[config.mk]
export PLATFORM = sky130hd
export DESIGN_NAME = noc_vc_inject_port_flat
export DESIGN_NICKNAME = d
export VERILOG_FILES = /design/src/rtl/noc_vc_inject_port_if.sv /design/src/rtl/noc_vc_inject_port.sv /design/src/flat_wrapper.sv
export SDC_FILE = /design/constraint.sdc
export NUM_CORES = 1
export LEC_CHECK = 0
export CAP_MARGIN = 30
export CORE_MARGIN = 4
export CORE_UTILIZATION = 30
export CTS_CLUSTER_SIZE = 12
export DETAILED_ROUTE_END_ITERATION = 10
export SYNTH_ARGS = -nofsm -noshare
export SYNTH_HDL_FRONTEND = slang
export SYNTH_SLANG_ARGS = --single-unit
export TNS_END_PERCENT = 10
[constraint.sdc]
create_clock -name Clk -period 4.9 [get_ports Clk]
set_input_delay 0.735 -clock Clk [delete_from_list [all_inputs] [get_ports Clk]]
set_output_delay 0.735 -clock Clk [all_outputs]
set_load 0.01 [all_outputs]
[src/rtl/noc_vc_inject_port_if.sv]
// noc_vc_inject_port_if: source-side flit handshake and network-side flit/credit bundle
interface noc_vc_inject_port_if #(
  parameter int NUM_VC      = 4,
  parameter int DATA_W      = 32,
  parameter int NET_CREDITS = 4
);
  localparam int VC_W   = NUM_VC > 1 ? $clog2(NUM_VC) : 1;
  localparam int CRED_W = $clog2(NET_CREDITS + 1);
  logic                     in_valid;
  logic [VC_W-1:0]          in_vc;
  logic                     in_tail;
  logic [DATA_W-1:0]        in_data;
  logic                     in_ready;
  logic                     flit_out_en;
  logic [DATA_W+VC_W+1:0]   flit_out;
  logic                     credit_in_en;
  logic [VC_W-1:0]          credit_in_vc;
  logic [NUM_VC*CRED_W-1:0] credits_avail;
  logic                     cred_err;
  logic [31:0]              flit_count;
  modport master (
    output in_valid, in_vc, in_tail, in_data, credit_in_en, credit_in_vc,
    input  in_ready, flit_out_en, flit_out, credits_avail, cred_err, flit_count
  );
  modport slave (
    input  in_valid, in_vc, in_tail, in_data, credit_in_en, credit_in_vc,
    output in_ready, flit_out_en, flit_out, credits_avail, cred_err, flit_count
  );
endinterface

[src/rtl/noc_vc_inject_port.sv]
// noc_vc_inject_port: per-VC queues and credit counters feeding one network port through a round-robin arbiter
module noc_vc_inject_port #(
  parameter int NUM_VC      = 4,
  parameter int DATA_W      = 32,
  parameter int Q_DEPTH     = 4,
  parameter int NET_CREDITS = 4,
  parameter bit PKT_LOCK    = 1'b0
) (
  input logic Clk,
  input logic Rst,
  noc_vc_inject_port_if.slave bus
);
  localparam int VC_W   = NUM_VC > 1 ? $clog2(NUM_VC) : 1;
  localparam int CRED_W = $clog2(NET_CREDITS + 1);
  localparam int QA_W   = $clog2(Q_DEPTH);
  logic [DATA_W:0]        r_mem [NUM_VC][Q_DEPTH];
  logic [QA_W-1:0]        r_wp [NUM_VC];
  logic [QA_W-1:0]        r_rp [NUM_VC];
  logic [QA_W:0]          r_cnt [NUM_VC];
  logic [CRED_W-1:0]      r_cred [NUM_VC];
  logic [VC_W-1:0]        r_ptr;
  logic [VC_W-1:0]        r_lock_vc;
  logic                   r_locked;
  logic                   r_en;
  logic                   r_err;
  logic [DATA_W+VC_W+1:0] r_flit;
  logic [31:0]            r_count;
  logic [NUM_VC-1:0]      w_elig;
  logic [NUM_VC-1:0]      w_pop;
  logic [NUM_VC-1:0]      w_put;
  logic [NUM_VC-1:0]      w_ret;
  logic                   w_push;
  logic                   w_issue;
  logic [VC_W-1:0]        w_win;
  logic [VC_W-1:0]        w_cand;
  logic [DATA_W:0]        w_head;
  assign bus.in_ready = (32'(bus.in_vc) < NUM_VC) && (r_cnt[bus.in_vc] != (QA_W+1)'(Q_DEPTH));
  assign w_push       = bus.in_valid && bus.in_ready;
  for (genvar v = 0; v < NUM_VC; v++) begin : g_vc
    assign w_elig[v] = r_cnt[v] != '0 && r_cred[v] != '0 && (!r_locked || r_lock_vc == VC_W'(v));
    assign w_pop[v]  = w_issue && w_win == VC_W'(v);
    assign w_put[v]  = w_push && bus.in_vc == VC_W'(v);
    assign w_ret[v]  = bus.credit_in_en && bus.credit_in_vc == VC_W'(v);
    assign bus.credits_avail[v*CRED_W +: CRED_W] = r_cred[v];
  end
  // Search starts one past the last winner so every VC gets a turn.
  always_comb begin
    w_issue = 1'b0;
    w_win   = r_ptr;
    w_cand  = r_ptr;
    for (int i = 1; i <= NUM_VC; i++) begin
      w_cand = VC_W'((int'(r_ptr) + i) % NUM_VC);
      if (!w_issue && w_elig[w_cand]) begin
        w_issue = 1'b1;
        w_win   = w_cand;
      end
    end
  end
  assign w_head = r_mem[w_win][r_rp[w_win]];
  always_ff @(posedge Clk)
    if (w_push) r_mem[bus.in_vc][r_wp[bus.in_vc]] <= {bus.in_tail, bus.in_data};
  always_ff @(posedge Clk) begin
    if (Rst) begin
      for (int v = 0; v < NUM_VC; v++) begin
        r_wp[v]   <= '0;
        r_rp[v]   <= '0;
        r_cnt[v]  <= '0;
        r_cred[v] <= CRED_W'(NET_CREDITS);
      end
      r_ptr     <= VC_W'(NUM_VC - 1);
      r_locked  <= 1'b0;
      r_lock_vc <= '0;
      r_en      <= 1'b0;
      r_flit    <= '0;
      r_err     <= 1'b0;
      r_count   <= '0;
    end else begin
      for (int v = 0; v < NUM_VC; v++) begin
        if (w_put[v]) r_wp[v] <= r_wp[v] + 1'b1;
        if (w_pop[v]) r_rp[v] <= r_rp[v] + 1'b1;
        if (w_put[v] != w_pop[v]) r_cnt[v] <= w_put[v] ? r_cnt[v] + 1'b1 : r_cnt[v] - 1'b1;
        if (w_ret[v] && !w_pop[v]) begin
          if (r_cred[v] == CRED_W'(NET_CREDITS)) r_err <= 1'b1;
          else r_cred[v] <= r_cred[v] + 1'b1;
        end else if (w_pop[v] && !w_ret[v]) r_cred[v] <= r_cred[v] - 1'b1;
      end
      r_en <= w_issue;
      if (w_issue) begin
        r_ptr   <= w_win;
        r_flit  <= {1'b1, w_head[DATA_W], w_win, w_head[DATA_W-1:0]};
        r_count <= r_count + 1'b1;
        if (PKT_LOCK) begin
          r_locked  <= !w_head[DATA_W];
          r_lock_vc <= w_win;
        end
      end else r_flit[DATA_W+VC_W+1] <= 1'b0;
    end
  end
  assign bus.flit_out_en = r_en;
  assign bus.flit_out    = r_flit;
  assign bus.cred_err    = r_err;
  assign bus.flit_count  = r_count;
endmodule

[src/flat_wrapper.sv]
// flat-port wrapper written by rule: the top's interface ports become plain ports
module noc_vc_inject_port_flat 
#(
  parameter int NUM_VC      = 4,
  parameter int DATA_W      = 32,
  parameter int Q_DEPTH     = 4,
  parameter int NET_CREDITS = 4,
  parameter bit PKT_LOCK    = 1'b0
)
  (Clk, Rst, bus_in_valid, bus_in_vc, bus_in_tail, bus_in_data, bus_credit_in_en, bus_credit_in_vc, bus_in_ready, bus_flit_out_en, bus_flit_out, bus_credits_avail, bus_cred_err, bus_flit_count);
  noc_vc_inject_port_if #(.NUM_VC(NUM_VC), .DATA_W(DATA_W), .NET_CREDITS(NET_CREDITS)) bus_i ();
  input logic Clk;
  input logic Rst;
  input wire logic [$bits(bus_i.in_valid)-1:0] bus_in_valid;
  input wire logic [$bits(bus_i.in_vc)-1:0] bus_in_vc;
  input wire logic [$bits(bus_i.in_tail)-1:0] bus_in_tail;
  input wire logic [$bits(bus_i.in_data)-1:0] bus_in_data;
  input wire logic [$bits(bus_i.credit_in_en)-1:0] bus_credit_in_en;
  input wire logic [$bits(bus_i.credit_in_vc)-1:0] bus_credit_in_vc;
  output wire logic [$bits(bus_i.in_ready)-1:0] bus_in_ready;
  output wire logic [$bits(bus_i.flit_out_en)-1:0] bus_flit_out_en;
  output wire logic [$bits(bus_i.flit_out)-1:0] bus_flit_out;
  output wire logic [$bits(bus_i.credits_avail)-1:0] bus_credits_avail;
  output wire logic [$bits(bus_i.cred_err)-1:0] bus_cred_err;
  output wire logic [$bits(bus_i.flit_count)-1:0] bus_flit_count;
  assign bus_i.in_valid = bus_in_valid;
  assign bus_i.in_vc = bus_in_vc;
  assign bus_i.in_tail = bus_in_tail;
  assign bus_i.in_data = bus_in_data;
  assign bus_i.credit_in_en = bus_credit_in_en;
  assign bus_i.credit_in_vc = bus_credit_in_vc;
  assign bus_in_ready = bus_i.in_ready;
  assign bus_flit_out_en = bus_i.flit_out_en;
  assign bus_flit_out = bus_i.flit_out;
  assign bus_credits_avail = bus_i.credits_avail;
  assign bus_cred_err = bus_i.cred_err;
  assign bus_flit_count = bus_i.flit_count;
  noc_vc_inject_port #(.NUM_VC(NUM_VC), .DATA_W(DATA_W), .Q_DEPTH(Q_DEPTH), .NET_CREDITS(NET_CREDITS), .PKT_LOCK(PKT_LOCK)) u_core (.Clk(Clk), .Rst(Rst), .bus(bus_i));
endmodule
# Word level (Yosys, flattened, before mapping)
# Memories as Yosys holds them, arrays and structs flattened.
# Cells that the tools add are included.
[word_totals]
regBits = 72
ramBits = 568
in_bits = 41
out_inout_bits = 83
wordCells = 264
n_memories = 5
[classes]
n_addsub = 29
n_lt_le_gt_ge = 7
eq_ne = 18
mux = 126
bitwise = 22
reduce_logical = 51
[memory_table]
columns = ["name", "words", "width", "read_ports", "rd_clocked_by_memory_dff", "write_ports", "line", "rtl"]
rows = [
  ["u_core.r_mem", 4, 132, 1, 0, 1, "noc_vc_inject_port.sv:16", "logic [DATA_W:0] r_mem [NUM_VC][Q_DEPTH];"],
  ["u_core.r_cnt", 4, 3, 5, 0, 4, "noc_vc_inject_port.sv:19", "logic [QA_W:0] r_cnt [NUM_VC];"],
  ["u_core.r_cred", 4, 3, 4, 0, 4, "noc_vc_inject_port.sv:20", "logic [CRED_W-1:0] r_cred [NUM_VC];"],
  ["u_core.r_rp", 4, 2, 5, 0, 4, "noc_vc_inject_port.sv:18", "logic [QA_W-1:0] r_rp [NUM_VC];"],
  ["u_core.r_wp", 4, 2, 5, 0, 4, "noc_vc_inject_port.sv:17", "logic [QA_W-1:0] r_wp [NUM_VC];"],
]
[op_table]
columns = ["op", "n"]
rows = [
  ["132-bit 2-to-1 mux", 1],
  ["33-bit 2-to-1 mux", 3],
  ["1-bit 2-to-1 mux", 88],
  ["33-bit binary-select mux with 2-bit select", 1],
  ["33-bit demux with 2-bit select", 1],
  ["3-bit 2-to-1 mux", 16],
  ["32-bit by 1-bit adder with 32-bit output (second input constant)", 1],
  ["1-bit logical AND", 29],
  ["3-bit by 1-bit adder with 3-bit output (second input constant)", 8],
  ["2-bit 2-to-1 mux", 12],
  ["3-bit nonzero test", 8],
  ["3-bit by 1-bit subtractor with 3-bit output (second input constant)", 8],
  ["2-bit by 1-bit adder with 2-bit output (second input constant)", 10],
  ["1-bit bitwise OR", 20],
  ["2-bit equality test (second input constant)", 6],
  ["3-bit equality test (second input constant)", 4],
  ["2-bit by 3-bit less-than comparator with 1-bit output (second input constant)", 4],
  ["1-bit zero test", 11],
  ["1-bit binary-select mux with 2-bit select", 4],
  ["2-bit by 1-bit equality test with 1-bit output (second input constant)", 3],
  ["3-bit greater-or-equal comparator (second input constant)", 2],
  ["2-bit zero test", 3],
  ["2-bit inverter with 3-bit output", 2],
  ["2-bit adder (second input constant)", 2],
  ["other kinds (3)", 6],
]

# Depth between registers and ports, before layout
# Gate-level depths: netlist of run 1.
# An unclocked memory read counts as a cell.
[depth]
depth_word = 26
mapped_depth = 16
mapped_depth_nobuf = 15

# Least setup slack after synthesis of run 1
# No wires, ideal clock.
[synth_path]
kind = "input port to flip-flop"
startpoint = "input bus_in_vc[1]"
endpoint = "memory u_core.r_mem[0][100] (netlist bit), enable pin"
setup_ns = 0.464
t_arrival_ns = 4.301
required_ns = 4.436
path_slack_ns = 0.135
path_stages = 4
n_path_buf = 1
cell_sequence = "clkbuf_1 -> mux4_2 -> or3_1 -> nor3_1"
[synth_between]
elab_chain_len = 7
elab_cells_between_ends = 12
cone_classes = "order compare: 2; eq/ne: 1; mux: 4; bitwise: 1; reduce/logical: 2; memory: 2"
[synth_lines]
columns = ["item", "line", "rtl"]
rows = [
  ["start, declared", "flat_wrapper.sv:15", "input wire logic [$bits(bus_i.in_vc)-1:0] bus_in_vc;"],
  ["memory read 4 x 2 bit", "n/a", ""],
  ["2-bit inverter with 3-bit output (implied by the code)", "noc_vc_inject_port.sv:61", "if (w_push) r_mem[bus.in_vc][r_wp[bus.in_vc]] <= {bus.in_tail, bus.in_data};"],
  ["3-bit greater-or-equal comparator (implied by the code) or 3-bit by 1-bit less-than comparator with 1-bit output (tied branches)", "noc_vc_inject_port.sv:61", ""],
  ["1-bit logical AND (implied by the code)", "noc_vc_inject_port.sv:61", ""],
  ["33-bit 2-to-1 mux (implied by the code)", "noc_vc_inject_port.sv:61", ""],
  ["33-bit demux with 2-bit select", "noc_vc_inject_port.sv:61", ""],
  ["132-bit 2-to-1 mux (implied by the code)", "noc_vc_inject_port.sv:61", ""],
  ["end, declared", "noc_vc_inject_port.sv:16", ""],
]
# Parallel ways exist; a longest one is shown, timed or not.

==> impl_results.md, run 1 <==
* Clock insertion delay at the later pin of the skew report at 0.61 ns
* Syn Area/Cell at 13.49 um2
* Post-synth EDFFs at 568
* CP Max Fanout at 77
* Pin count of the biggest net entering global routing at 82
* Ys async rst share at 0%
* Fin Setup TNS at 0 ns
* Status: completed
* Rows at 108
* Arrival time worst endpoint at 4.79 ns
* Seq cells post-synth at 639
* I/O pins at 124
* Vias at 16750
* Library cells used by synthesis at 63
* Final WL at 68.09 mm
* Worst Path Required at 5.44 ns
* Global-route wire length before repair at 101.8 mm
* 1st-iter DRT viols at 1636
* Worst setup path category: reg2reg
* Wire length on met3 at 5.156 mm
* Antenna violations before repair at 3
* Lkg Pwr at 10.18 nW
* Multi-input combinational cell area at 7187 um2
* Reg clk slew, reported paths at 0.06 ns
* Worst hold slack at 0.4964 ns
* Dpl cells at 3126
* Vias in the first global route at 16520
* Chip width at 303.3 um
* Post-CTS setup buffer count at 0
* Final Max Tran Viols at 0
* Initial Util at 30.20%
* Num CTS Buffers at 68
* H-Tree Depth at 3
* Max Root-Sink Buffers at 3
* Placed Area at 28800 um2
* Synth area leaders: edfxtp_1, dfxtp_1, mux2i_1
* Met2 WL at 32.87 mm
* Root buffer cell: clkbuf_16
* Hold Buf Count CTS at 0
* Core footprint at 86620 um2
* Final worst-path cycle share at 86.76%
* Grt ovf at 0
* PostCTS Resize Cnt at 0
* Final non-filler cell total at 3255
* NumNets Final at 2093
* Setup crit end kind: flop
* Syn nets at 1991
* Final min period at 4.251 ns
* Max Fclk at 0.2352 GHz
* GRT Util Overall at 14.40%
* Cells along the critical path: inv_1 > ha_1 > nor2b_1 > nor3_1 > o21ai_0 > o211a_4 > buf_4 > and3_4 > buf_12 > o21ai_0 > a21oi_1 > nor4_1 > nand3_1
* Final hold violation count at 0
* Post-synthesis sequential area ratio at 70.63%
* Slew @ Worst Pin at 0.9652 ns
* Synth top area share at 65.20%
* Crit path buffers/inverters at 3
* Layout cell share with drive strength beyond 1 at 9.156%
* TritonCTS Sinks at 639
* Most used cell along the critical path: o21ai_0
* DP HPWL at 39.17 mm
* Wire per inst at 20.92 um
* PortBufs at 123
* Delay-heaviest family, CP: simple AND/OR/NAND/NOR gates
* Layout area overhead at 18.24%
* Reg2reg path depth at 13
* Max stage delay on crit path at 0.89 ns
* WL met1 at 28.63 mm
* Die ar. at 91990 um2
* GP Congestion at 0.7641
* RSZ-0062 raised after global routing: false
* Reg area at 18480 um2
* CP startpoint kind: flop
* Post-route cell area at 30930 um2
* Worst Clk Skew at 0.02140 ns
* Post-Syn Instances at 1939
* Post-synth top area cell: edfxtp_1
* Main synth FF type: edfxtp_1
* Worst min-delay path class: reg2reg
* Chip height at 303.3 um
* FILL cells at 8176
* VDD IR max at 959.2 uV
* Setup violators final at 0
* Vias per cell at 5.144
* Drt pass-1 iters at 6
* WP depth at 13
* WHS Path Cells at 2
* Antenna-violating nets left at 0
* Crit-path slowest cell: and3_4
* YS warnings at 0
* CTS tree: built
* Max-cap viol count at 0
* Synth Cell Area at 26160 um2
* Power per Cell Area at 655.9 nW/um2
* Max layer used: met5
* Slew margin rel. at 35.66%
* DR DRC count at 0
* Overall power at 0.02029 W
area by class of cell:
class                           count  share of cell area, %
Antenna cell                        3                0.02427
Clock buffer                      113                  6.557
Clock inverter                     13                 0.3236
Inverter                           10                 0.1213
Multi-Input combinational cell   1157                  23.23
Sequential cell                   639                  59.74
Tap cell                         1155                  4.672
Timing Repair Buffer              165                  5.331
synth_stat cells (2+ instances only):
cell / number
nor4_4: 2
nand3_2: 2
nand2_1: 167
buf_1: 6
buf_2: 23
xor2_1: 23
ha_1: 4
nand4_1: 15
and3_1: 11
inv_1: 10
clkbuf_1: 88
nor2_4: 2
dfxtp_1: 71
or3_1: 16
fa_1: 7
mux2_4: 2
nor3_2: 5
o21ai_1: 35
mux4_2: 2
a21oi_1: 144
a31oi_1: 4
a211oi_1: 3
buf_4: 6
nand3b_1: 3
nor4_1: 35
nor4b_1: 3
nor2_1: 68
mux2i_1: 132
nand3_1: 211
nand2b_1: 18
edfxtp_1: 568
a311oi_1: 2
a32oi_1: 33
nor2b_1: 2
nor3_1: 38
and2_1: 2
xnor2_1: 21
nor3b_1: 5
a21o_1: 2
buf_6: 10
or2_2: 7
mux2_2: 3
o21ai_0: 108
state kept, by name (all words and copies together) (netlist names):
name	flops
u_core.r_wp	8
u_core.bus.flit_count	32
u_core.r_rp	8
u_core.r_mem	528
u_core.r_cnt	12
u_core.bus.flit_out	36
u_core.bus.cred_err	1
u_core.r_ptr	2
u_core.r_cred	12
metal layers:
metal  vias up  global-route usage (%)
li1       7550                       -
met1      8434                   18.80
met2       647                   23.95
met3       112                   3.260
met4         2                   4.497
met5         -                       0
where the power goes:
part	switching (W)	internal [W]	total, W
clock network	0.00206	0.00284	0.00490
registers	0.000316	0.00639	0.00671
logic	0.00587	0.00281	0.00868
kinds of logic (layout without fill, tap and decap cells):
logic type,Yosys count,after routing,synth area share (%)
other cells,0,3,0
flops,639,639,70.63
compound gates,344,344,7.351
simple gates,619,619,11.82
mux,139,139,5.467
fa+ha+maj,11,11,0.7270
buf+inv,143,301,2.535
xor+xnor,44,44,1.473
cell usage in the layout (no fill, tap or decap), types with 4 or more instances in the layout:
| cell type | Yosys | layout |
|---|---|---|
| a21oi_1 | 144 | 144 |
| a31oi_1 | 4 | 4 |
| a32oi_1 | 33 | 33 |
| and3_1 | 11 | 9 |
| buf_12 | 0 | 7 |
| buf_4 | 6 | 34 |
| clkbuf_1 | 88 | 32 |
| clkbuf_16 | 0 | 71 |
| clkbuf_8 | 0 | 9 |
| clkdlybuf4s50_1 | 0 | 122 |
| clkinv_2 | 0 | 4 |
| dfxtp_1 | 71 | 71 |
| edfxtp_1 | 568 | 568 |
| fa_1 | 7 | 7 |
| ha_1 | 4 | 4 |
| inv_1 | 10 | 10 |
| mux2i_1 | 132 | 132 |
| nand2_1 | 167 | 167 |
| nand2b_1 | 18 | 18 |
| nand3_1 | 211 | 210 |
| nand4_1 | 15 | 15 |
| nor2_1 | 68 | 55 |
| nor2_4 | 2 | 15 |
| nor3_1 | 38 | 34 |
| nor3_2 | 5 | 9 |
| nor3b_1 | 5 | 5 |
| nor4_1 | 35 | 35 |
| o21ai_0 | 108 | 108 |
| o21ai_1 | 35 | 35 |
| or2_2 | 7 | 7 |
| or3_1 | 16 | 16 |
| xnor2_1 | 21 | 21 |
| xor2_1 | 23 | 23 |
tightest hold or removal path, stage by stage, from the launching register on:
cell and delay (ns):
dfxtp_1 0.31, o21ai_0 0.08, a21oi_1 0.06
per-stage QoR:
stage	setup WS [ns]	utilization (%)
floorplan	0.1352	-
global placement	0.6838	33.19
detailed placement	0.6139	33.25
CTS	0.5949	35.70
global route	0.2716	35.70
finish	0.6488	35.71
final timing paths:
check,slack [ns],startpoint,to
min,0.50,u_core.bus.flit_count[31],u_core.bus.flit_count[31]
max,0.65,u_core.r_cred[3][0],u_core.bus.flit_out[22]
max reg2reg,0.65,u_core.r_cred[3][0],u_core.bus.flit_out[22]
min reg2reg,0.50,u_core.bus.flit_count[31],u_core.bus.flit_count[31]
(Power assumes the default switching activity.)
==> run 2, diff against run 1 <==
CORE_MARGIN = 2   (was 4)
MAX_ROUTING_LAYER = met4   (was default)
==> impl_results.md, run 2 (synthesis results as in run 1) <==
* Max Fclk at 0.2461 GHz (+4.6%)
* Vias per cell at 5.081 (-1.2%)
* Antenna violations before repair at 2 (-1)
* Final min period at 4.063 ns (-0.1883 ns)
* Layout cell share with drive strength beyond 1 at 9.295% (+0.14 points)
* Chip height at 299.3 um (-1.3%)
* Reg clk slew, reported paths at 0.06 ns (about the same)
* Rows at 108 (unchanged)
* Power per Cell Area at 654.0 nW/um2 (-0.28%)
* FILL cells at 8186 (+0.12%)
* Hold Buf Count CTS at 0 (unchanged)
* Chip width at 299.3 um (-1.3%)
* Max Root-Sink Buffers at 3 (unchanged)
* Clock insertion delay at the later pin of the skew report at 0.60 ns (about the same)
* DP HPWL at 40.68 mm (+3.9%)
* TritonCTS Sinks at 639 (unchanged)
* GP Congestion at 0.7798 (+2.1%)
* Worst Clk Skew at 0.02494 ns (+0.003534 ns)
* Die ar. at 89580 um2 (-2.6%)
* H-Tree Depth at 3 (unchanged)
* Post-CTS setup buffer count at 0 (unchanged)
* Final Max Tran Viols at 0 (unchanged)
* Root buffer cell: clkbuf_16
* Combinational Power Share at 42.9% (about the same)
* CP startpoint: u_core.r_cred[3][0]
* Core footprint at 86620 um2 (unchanged)
* Wire per inst at 20.95 um (+0.17%)
* CP Max Fanout at 11 (-86%)
* Fin Setup TNS at 0 ns (unchanged)
* Clock power frac at 23.9% (-0.2 points)
* Worst hold slack at 0.4919 ns (-0.004436 ns)
* VDD IR max at 746.7 uV (-22%)
* Final worst-path cycle share at 82.92% (-3.8 points)
* PortBufs at 123 (unchanged)
* Pin count of the biggest net entering global routing at 96 (+17%)
* Initial Util at 30.20% (unchanged)
* Sw frac at 40.93% (+0.27 points)
* Antenna-violating nets left at 0 (unchanged)
* Hold Startpoint: u_core.bus.flit_out[20]
* Sequential power share at 33.2% (about the same)
* I/O pins at 124 (unchanged)
* Setup crit end kind: flop
* PostCTS Resize Cnt at 0 (unchanged)
* Vias at 16540 (-1.2%)
* Final WL at 68.21 mm (+0.17%)
* Slew @ Worst Pin at 0.9088 ns (-0.05639 ns)
* Worst min-delay path class: reg2reg
* Max FFs per register at 528 (unchanged)
* Setup violators final at 0 (unchanged)
* GRT Util Overall at 15.50% (+1.1 points)
* Status: completed
* 1st-iter DRT viols at 1392 (-15%)
* NetSw at 0.008264 W (+0.18%)
* Drt pass-1 iters at 5 (-1)
* Commonest non-fill, non-tap cells in the layout: edfxtp_1, nand3_1, nand2_1
* Pre-CTS setup slack at 0.7544 ns (+0.1405 ns)
* Layout area overhead at 18.01%
* Global-route wire length before repair at 103.2 mm (+1.4%)
* Num CTS Buffers at 68 (unchanged)
* Vias in the first global route at 16610 (+0.49%)
* Final hold violation count at 0 (unchanged)
* CP startpoint kind: flop
* Reg area at 18480 um2 (unchanged)
* Multi-input combinational cell area at 7187 um2 (unchanged)
* DR DRC count at 0 (unchanged)
* CTS tree: built
* Lkg Pwr at 10.17 nW (-0.17%)
* Reg2reg start: u_core.r_cred[3][0]
* Arrival time worst endpoint at 4.40 ns (-0.39 ns)
* Worst Path Required at 5.24 ns (-0.20 ns)
* Slew margin rel. at 39.41% (+3.8 points)
* Grt ovf at 0 (unchanged)
* RSZ-0062 raised after global routing: false
* Most common cell after layout, fill and taps aside: edfxtp_1
* Worst setup path category: reg2reg
* Max-cap viol count at 0 (unchanged)
* Internal at 0.01193 W (-0.92%)
* NumNets Final at 2099 (+0.29%)
* Final WS setup at 0.8371 ns (+0.1883 ns)
==> run 2: cell types whose count changed in the layout (fill, tap and decap cells not counted), sizes merged <==
| cell | previous run | this run |
|---|---|---|
| inv | 13 | 14 |
| clkbuf | 113 | 105 |
| bufinv | 0 | 1 |
| clkinv | 9 | 10 |
| buf | 43 | 49 |
| diode | 3 | 2 |
==> run 2: critical path: stages (launching register included) <==
cell and delay, ns:
edfxtp_1 0.43, inv_1 0.12, ha_1 0.18, nor2b_1 0.31
nor3_1 0.15, o21ai_0 0.47, o211a_4 0.36, nand2_1 0.27
or3_1 0.42, fa_1 0.43, nor2_1 0.15, mux2_2 0.16
a31oi_1 0.07, or2_2 0.30
==> run 2: worst paths after layout <==
path / to / slack [ns] / depth (start not counted)
worst min register to register: u_core.bus.flit_out[20] / 0.49 / 2
worst max-delay path: u_core.r_cred[0][2] / 0.84 / 13
worst min-delay path: u_core.bus.flit_out[20] / 0.49 / 2
worst max register to register: u_core.r_cred[0][2] / 0.84 / 13
==> run 2: metrics by stage <==
step,utilization [%],power (W),instance area [um2],instances
final,35.64,0.02019,30870,3255
after global routing,35.64,0.02142,30870,3255
after CTS,35.61,0.02028,30840,3252
after detailed placement,33.23,0.01543,28790,3131
after global placement,33.20,0.01515,28760,3130
after floorplan,-,0.01278,26160,1939
==> run 2: per-layer routing <==
metal / global-route usage [%] / share of wire [%] / routed length, um / vias to the layer above
met5: - / 0 / 0 / -
met4: 4.798 / 2.3 / 1555 / 0
met3: 3.312 / 7.0 / 4796 / 124
li1: - / - / - / 7561
met1: 19.30 / 42 / 28410 / 8288
met2: 25.28 / 49 / 33440 / 565
==> run 2: final cells by class <==
class,count,area share (%)
Tap cell,1155,4.681
Antenna cell,2,0.01621
Clock buffer,105,6.192
Inverter,10,0.1216
Multi-Input combinational cell,1157,23.28
Clock inverter,16,0.4620
Timing Repair Buffer,171,5.398
Sequential cell,639,59.85
==> run 2: power by group through the flow <==
stage,clock network [W],registers [W],logic (W)
finish,0.00482,0.00671,0.00866
global route,0.00513,0.00675,0.00954
CTS,0.00492,0.00672,0.00864
detailed placement,0,0.00683,0.00860
global placement,0,0.00681,0.00835
floorplan,0,0.00677,0.00601
